### config.mk
export PLATFORM = sky130hd
export DESIGN_NAME = signed_division_sequencer
export DESIGN_NICKNAME = d
export VERILOG_FILES = /design/src/rtl/signed_division_sequencer_pkg.sv /design/src/rtl/signed_division_sequencer_sign_magnitude_fix.sv /design/src/rtl/signed_division_sequencer.sv
export SDC_FILE = /design/constraint.sdc
export NUM_CORES = 1
export LEC_CHECK = 0
export ABC_CLOCK_PERIOD_IN_PS = 5390
export BUFFER_PORTS_ARGS = -buffer_cell sky130_fd_sc_hd__buf_2
export CORE_ASPECT_RATIO = 0.9
export CORE_MARGIN = 2
export CORE_UTILIZATION = 52
export CTS_BUF_LIST = sky130_fd_sc_hd__clkbuf_8
export DETAILED_ROUTE_END_ITERATION = 16
export GPL_TIMING_DRIVEN = 0
export PLACE_DENSITY = 0.75
export SLEW_MARGIN = 20
export SYNTH_ARGS = -nofsm -noshare
export SYNTH_HDL_FRONTEND = slang
export SYNTH_HIERARCHICAL = 1
export SYNTH_SLANG_ARGS = --single-unit
### constraint.sdc
create_clock -name clk -period 5.39 [get_ports clk]
set_input_delay 1.078 -clock clk [delete_from_list [all_inputs] [get_ports clk]]
set_output_delay 1.078 -clock clk [all_outputs]
set_load 0.005 [all_outputs]
### src/rtl/signed_division_sequencer_pkg.sv
// Shared definitions for the signed division sequencer: operand width,
// the magnitude of the most negative 16-bit value, and the FSM state set.
package signed_division_sequencer_pkg;

  localparam int OPW = 16;

  // |-32768| does not fit in a positive int16; as an unsigned magnitude it is 0x8000.
  localparam logic [OPW-1:0] INT16_MIN_MAG = 16'h8000;
  localparam logic [OPW-1:0] ALL_ONES      = 16'hFFFF;

  typedef enum logic [2:0] {
    ST_IDLE  = 3'd0,
    ST_START = 3'd1,
    ST_WAIT  = 3'd2,
    ST_FIX   = 3'd3,
    ST_HOLD  = 3'd4
  } state_t;

  // The only signed pair whose true quotient (+32768) is not representable.
  function automatic logic is_overflow_pair(input logic [OPW-1:0] dividend,
                                            input logic [OPW-1:0] divisor);
    return (dividend == INT16_MIN_MAG) && (divisor == ALL_ONES);
  endfunction

endpackage

### src/rtl/signed_division_sequencer_sign_magnitude_fix.sv
// Combinational negate-if unit. Used to take operand magnitudes (negate when
// the sign bit is set) and to restore result signs after the unsigned divide.
// Negation is modulo 2^16, so 0x8000 maps to itself.
module sign_magnitude_fix
  import signed_division_sequencer_pkg::*;
(
  input  logic [OPW-1:0] i_value,
  input  logic           i_negate,
  output logic [OPW-1:0] o_value
);

  // Two's-complement negate when requested, pass-through otherwise.
  always_comb begin
    if (i_negate) begin
      o_value = ~i_value + 16'd1;
    end else begin
      o_value = i_value;
    end
  end

endmodule

### src/rtl/signed_division_sequencer.sv
// Signed division sequencer: wraps an external unsigned divider, converting
// two's-complement operands to magnitudes and fixing result signs for
// truncating division (quotient toward zero, remainder follows dividend).
// Optional build macro: DIV_ZERO_BYPASS_EN -- a zero divisor skips the divider
// and goes straight to HOLD with quotient 0xFFFF and remainder = dividend.
module signed_division_sequencer
  import signed_division_sequencer_pkg::*;
(
  input  logic           clk,
  input  logic           rst,
  input  logic           in_valid,
  output logic           in_ready,
  input  logic [OPW-1:0] in_dividend,
  input  logic [OPW-1:0] in_divisor,
  output logic           div_start,
  output logic [OPW-1:0] div_dividend,
  output logic [OPW-1:0] div_divisor,
  input  logic           div_done,
  input  logic [OPW-1:0] div_quotient,
  input  logic [OPW:0]   div_remainder,
  output logic           out_valid,
  input  logic           out_ready,
  output logic [OPW-1:0] out_quotient,
  output logic [OPW-1:0] out_remainder,
  output logic           out_div_zero,
  output logic           out_overflow
);

  state_t         r_state;
  state_t         w_state_next;
  logic           r_wait_first;
  logic           r_neg_q;
  logic           r_neg_r;
  logic           r_div_zero;
  logic           r_overflow;
  logic [OPW-1:0] r_div_dividend;
  logic [OPW-1:0] r_div_divisor;
  logic [OPW-1:0] r_raw_quotient;
  logic [OPW-1:0] r_raw_remainder;
  logic [OPW-1:0] r_out_quotient;
  logic [OPW-1:0] r_out_remainder;
  logic           r_out_div_zero;
  logic           r_out_overflow;

  logic           w_take;
  logic           w_in_div_zero;
  logic           w_done_taken;
  logic [OPW-1:0] w_mag_dividend;
  logic [OPW-1:0] w_mag_divisor;
  logic [OPW-1:0] w_fix_quotient;
  logic [OPW-1:0] w_fix_remainder;
  logic           w_unused_rem_msb;

  // The divider's remainder is one bit wider than any magnitude it can produce.
  assign w_unused_rem_msb = div_remainder[OPW];

  // rst gates in_ready so it is low for the whole reset window, even though
  // the state register already reads IDLE after the first reset edge.
  assign in_ready      = (r_state == ST_IDLE) && !rst;
  assign w_take        = in_valid && in_ready;
  assign w_in_div_zero = (in_divisor == 16'd0);
  // The first WAIT cycle may still see div_done from the previous operation.
  assign w_done_taken  = (r_state == ST_WAIT) && !r_wait_first && div_done;

  assign div_start     = (r_state == ST_START);
  assign div_dividend  = r_div_dividend;
  assign div_divisor   = r_div_divisor;
  assign out_valid     = (r_state == ST_HOLD);
  assign out_quotient  = r_out_quotient;
  assign out_remainder = r_out_remainder;
  assign out_div_zero  = r_out_div_zero;
  assign out_overflow  = r_out_overflow;

  sign_magnitude_fix u_mag_dividend (
    .i_value  (in_dividend),
    .i_negate (in_dividend[OPW-1]),
    .o_value  (w_mag_dividend)
  );

  sign_magnitude_fix u_mag_divisor (
    .i_value  (in_divisor),
    .i_negate (in_divisor[OPW-1]),
    .o_value  (w_mag_divisor)
  );

  sign_magnitude_fix u_fix_quotient (
    .i_value  (r_raw_quotient),
    .i_negate (r_neg_q),
    .o_value  (w_fix_quotient)
  );

  sign_magnitude_fix u_fix_remainder (
    .i_value  (r_raw_remainder),
    .i_negate (r_neg_r),
    .o_value  (w_fix_remainder)
  );

  // Next-state decode for IDLE -> START -> WAIT -> FIX -> HOLD -> IDLE.
  always_comb begin
    w_state_next = r_state;
    case (r_state)
      ST_IDLE: begin
        if (w_take) begin
`ifdef DIV_ZERO_BYPASS_EN
          if (w_in_div_zero) begin
            w_state_next = ST_HOLD;
          end else begin
            w_state_next = ST_START;
          end
`else
          w_state_next = ST_START;
`endif
        end else begin
          w_state_next = ST_IDLE;
        end
      end
      ST_START: w_state_next = ST_WAIT;
      ST_WAIT: begin
        if (w_done_taken) begin
          w_state_next = ST_FIX;
        end else begin
          w_state_next = ST_WAIT;
        end
      end
      ST_FIX:  w_state_next = ST_HOLD;
      ST_HOLD: begin
        if (out_ready) begin
          w_state_next = ST_IDLE;
        end else begin
          w_state_next = ST_HOLD;
        end
      end
      default: w_state_next = ST_IDLE;
    endcase
  end

  // State, operand capture, raw divider results and signed result registers.
  always_ff @(posedge clk) begin
    if (rst) begin
      r_state         <= ST_IDLE;
      r_wait_first    <= 1'b0;
      r_neg_q         <= 1'b0;
      r_neg_r         <= 1'b0;
      r_div_zero      <= 1'b0;
      r_overflow      <= 1'b0;
      r_div_dividend  <= 16'd0;
      r_div_divisor   <= 16'd0;
      r_raw_quotient  <= 16'd0;
      r_raw_remainder <= 16'd0;
      r_out_quotient  <= 16'd0;
      r_out_remainder <= 16'd0;
      r_out_div_zero  <= 1'b0;
      r_out_overflow  <= 1'b0;
    end else begin
      r_state <= w_state_next;
      case (r_state)
        ST_IDLE: begin
          if (w_take) begin
            r_div_dividend <= w_mag_dividend;
            r_div_divisor  <= w_mag_divisor;
            r_neg_q        <= in_dividend[OPW-1] ^ in_divisor[OPW-1];
            r_neg_r        <= in_dividend[OPW-1];
            r_div_zero     <= w_in_div_zero;
            r_overflow     <= is_overflow_pair(in_dividend, in_divisor);
`ifdef DIV_ZERO_BYPASS_EN
            if (w_in_div_zero) begin
              r_out_quotient  <= ALL_ONES;
              r_out_remainder <= in_dividend;
              r_out_div_zero  <= 1'b1;
              r_out_overflow  <= 1'b0;
            end
`endif
          end
        end
        ST_START: r_wait_first <= 1'b1;
        ST_WAIT: begin
          r_wait_first <= 1'b0;
          if (w_done_taken) begin
            r_raw_quotient  <= div_quotient;
            r_raw_remainder <= div_remainder[OPW-1:0];
          end
        end
        ST_FIX: begin
          r_out_div_zero <= r_div_zero;
          r_out_overflow <= r_overflow;
          if (r_overflow) begin
            r_out_quotient  <= INT16_MIN_MAG;
            r_out_remainder <= 16'd0;
          end else begin
            r_out_quotient  <= w_fix_quotient;
            r_out_remainder <= w_fix_remainder;
          end
        end
        default: begin
        end
      endcase
    end
  end

endmodule

==> results list <==
- The initialized floorplan defines 35 standard-cell rows.
- The final max-slew violation count came to 0.
- Detailed Route Iter0 Violations: around 280
- TritonCTS built the clock tree.
- Counting instances, the worst hold path has a depth of 2.
* Type of element launching the critical path: input pin
* Hold Violations, Final: 0
- The placed instances occupy a cell area of 6352 sq um.
* Wire length of the first global-routing pass: roughly 22000 microns
- In this run, post-CTS repair resized a total of 0 instances.
* Setup total negative slack: 0 ns
- 0 antenna diodes ended up in the layout.
- Setup repair after global routing missed its margin: no
* Hold Path Class: flop to flop
- For the final database, setup skew stands at between 0.01 and 0.015 ns.
- Clock period minus worst slack: about 2.8 ns
* Highest Clock Rate: 359.6 MHz
- After synthesis, the netlist uses 42 different library cells.
- Most frequently used flop master after synthesis: dfxtp_1
* Seq cells post-synth: between 100 and 150
- Ranked by total cell area, the synthesized netlist is headed by dfxtp_1, nand2_1, a21oi_1.
- Power density over the cells: ~230 nW/um^2
* Most common cell after layout, fill and taps aside: nand2_1
- Commonest cells after routing, fill and taps aside: nand2_1, buf_2, dfxtp_1, a21oi_1, xnor2_1
- Number of filler instances in the final layout: between 900 and 1000
- dfxtp_1 takes more of the synthesized area than any other cell.
* Number of failing setup endpoints in the final timing report: 0
* Worst path arrival time: about 1.7 ns
- Number of antenna-violating nets in the routed design: 0
* Vias in the first global route: 4759
- Placer congestion estimate: 0.9213
* Result of the run: completed
- The finished cells cover approximately 6500 sq um.
* Largest driver fanout on the critical path: 9
- Entering global routing, the biggest net connects 18 pins.
- The number of antenna violations at the first check in global routing is 0.
- GRT Residual Overflow: 0
* Post-DP HPWL: 10460 microns
* Depth of the worst register-to-register path: 6
- Number of synthesized flops with an enable pin: 0
* Post-Synthesis Cell Area: 5510 sq um
- Number of buffers added for setup after CTS: 0
* Share of Yosys cell area claimed by the top area cell type: 0.3851
- Summing over every cut layer, the via total after detailed routing is slightly above 5000.
- The region available for standard cell placement spans 10290 sq um.
- In the final layout, the share of cells above drive strength 1 is 0.2950.
- Summed over all layers, the routed wires come to ~14000 microns.
- Number of buffers inserted during clock tree synthesis: 9
- Number of max-cap violations: 0
- Wirelength per Cell: roughly 14 microns
- Worst VDD drop: about 0.14 mV
- From synthesis to final layout, the design area changed by 18.53%.
- The floorplan step defined a die boundary enclosing 11440 sq um.
- Total number of H-tree levels: 3
- Chip height: between 100 and 150 microns
- The tree is rooted in a clkbuf_8.
* WS Path Type: input pin to output port
- The first detailed-routing pass took 5 iterations.
- The multi-input combinational cells in the finished layout cover a total of around 3100 sq um.
- Fraction of the yosys area taken by sequential cells: 0.3851
* Clock latency on the worst-skew pair: 0.38 ns
- Synthesis produced a netlist with a net count of 749.
- Mean cell area of the mapped netlist: around 8.2 sq um
* Number of warnings issued by yosys: 6
- After detailed routing, the number of vias per cell comes to about 5.3.
- Clock slew at the register clock pins of the worst setup and hold paths: about 0.090 ns
- During placement, the flow inserted port buffers numbering between 100 and 150.
- Hold repair after CTS inserted 0 buffers.
- For the pin with the worst max-slew slack, the measured transition is around 0.67 ns.
- For this configuration, the core starts out at a cell density of 0.5354.
* Number of nets at the end of the flow: 896
- Counting flops with an async set or reset pin after synthesis yields a share of 0.
- In the routed design, unresolved DRC markers number 0.
* Sequential standard cell area: about 2100 sq um
* Nature of the critical path endpoint: output port
- Lkg Pwr: 0.002689 uW
- Dividing the final minimum period by the clock period gives 0.5160.
- Slew margin rel.: 0.5460
- Across every metal layer, demand over resource in global routing totals 0.2401.
- Clock sink total: approximately 110
* Gate count after technology mapping: 675
* Max clock buf depth: 2
- The die is roughly 110 microns wide.
- For this design the top-level I/O count stands at ~140.
* Required @ worst endpoint: around 4.3 ns
==> registers in the layout, summed over array words and instances (netlist names), 3 cells and up <==
name	flops
div_divisor	16
r_raw_quotient	16
r_state	3
r_raw_remainder	16
out_remainder	16
out_quotient	16
div_dividend	16
==> area by class of cell <==
cell class,count,share of cell area
Multi-Input combinational cell,512,0.4682
Clock inverter,6,0.006322
Timing Repair Buffer,136,0.1042
Tap cell,129,0.02471
Buffer,45,0.04368
Sequential cell,106,0.3249
Clock buffer,10,0.02107
Inverter,12,0.006897
==> worst max-delay path, stage by stage <==
cell	delay, ns
buf_2	0.18
nor4_4	0.26
buf_2	0.18
==> routing by layer <==
layer  track usage  part of all wire
met1        0.3115              0.46
met2        0.4027              0.46
met3       0.05506             0.067
met5             0                 0
met4       0.07411             0.013
==> power by group <==
part / switching [uW] / internal [uW]
registers: 19.8 / 807
logic: 142 / 109
clock network: 274 / 181
total: 436 / 1100
==> cells in the mapped netlist (6+ instances only) <==
cell type and number:
or3_1 8, nor2_1 6, nor4_1 7, a21oi_1 72
nand2_1 181, inv_1 12, o31ai_1 20, buf_4 11
o21ai_0 18, buf_2 9, nand3b_1 32, clkbuf_1 19
xor2_1 20, xnor2_1 38, nand2_2 20, a21oi_2 29
or4_1 12, dfxtp_1 106
==> metrics by stage <==
stage	std cells	hold WS, ns	worst slack, ns	total power [uW]	utilization
after floorplan	675	0.4321	2.696	1003	-
after global placement	940	0.4377	2.489	1088	0.6173
after detailed placement	940	0.4432	2.460	1094	0.6173
after CTS	956	0.4565	2.602	1548	0.6347
after global routing	956	0.4720	2.576	1611	0.6347
final	956	0.4521	2.609	1533	0.6347
==> path summary, 6_finish.rpt <==
path	start	to	slack, ns
setup / recovery	rst	in_ready	2.61
setup reg to reg	r_raw_remainder[4]	out_remainder[13]	3.24
hold reg to reg	out_remainder[8]	out_remainder[8]	0.45
hold / removal	out_remainder[8]	out_remainder[8]	0.45
==> logic make-up after synthesis <==
| logic type | after synthesis | synth area share |
|---|---|---|
| compound gates | 154 | 0.1855 |
| xor+xnor | 58 | 0.09219 |
| fa+ha+maj | 4 | 0.009083 |
| buf+inv | 57 | 0.05994 |
| flops | 106 | 0.3851 |
| simple gates | 296 | 0.2682 |
Power figures use the tool's default switching activity.
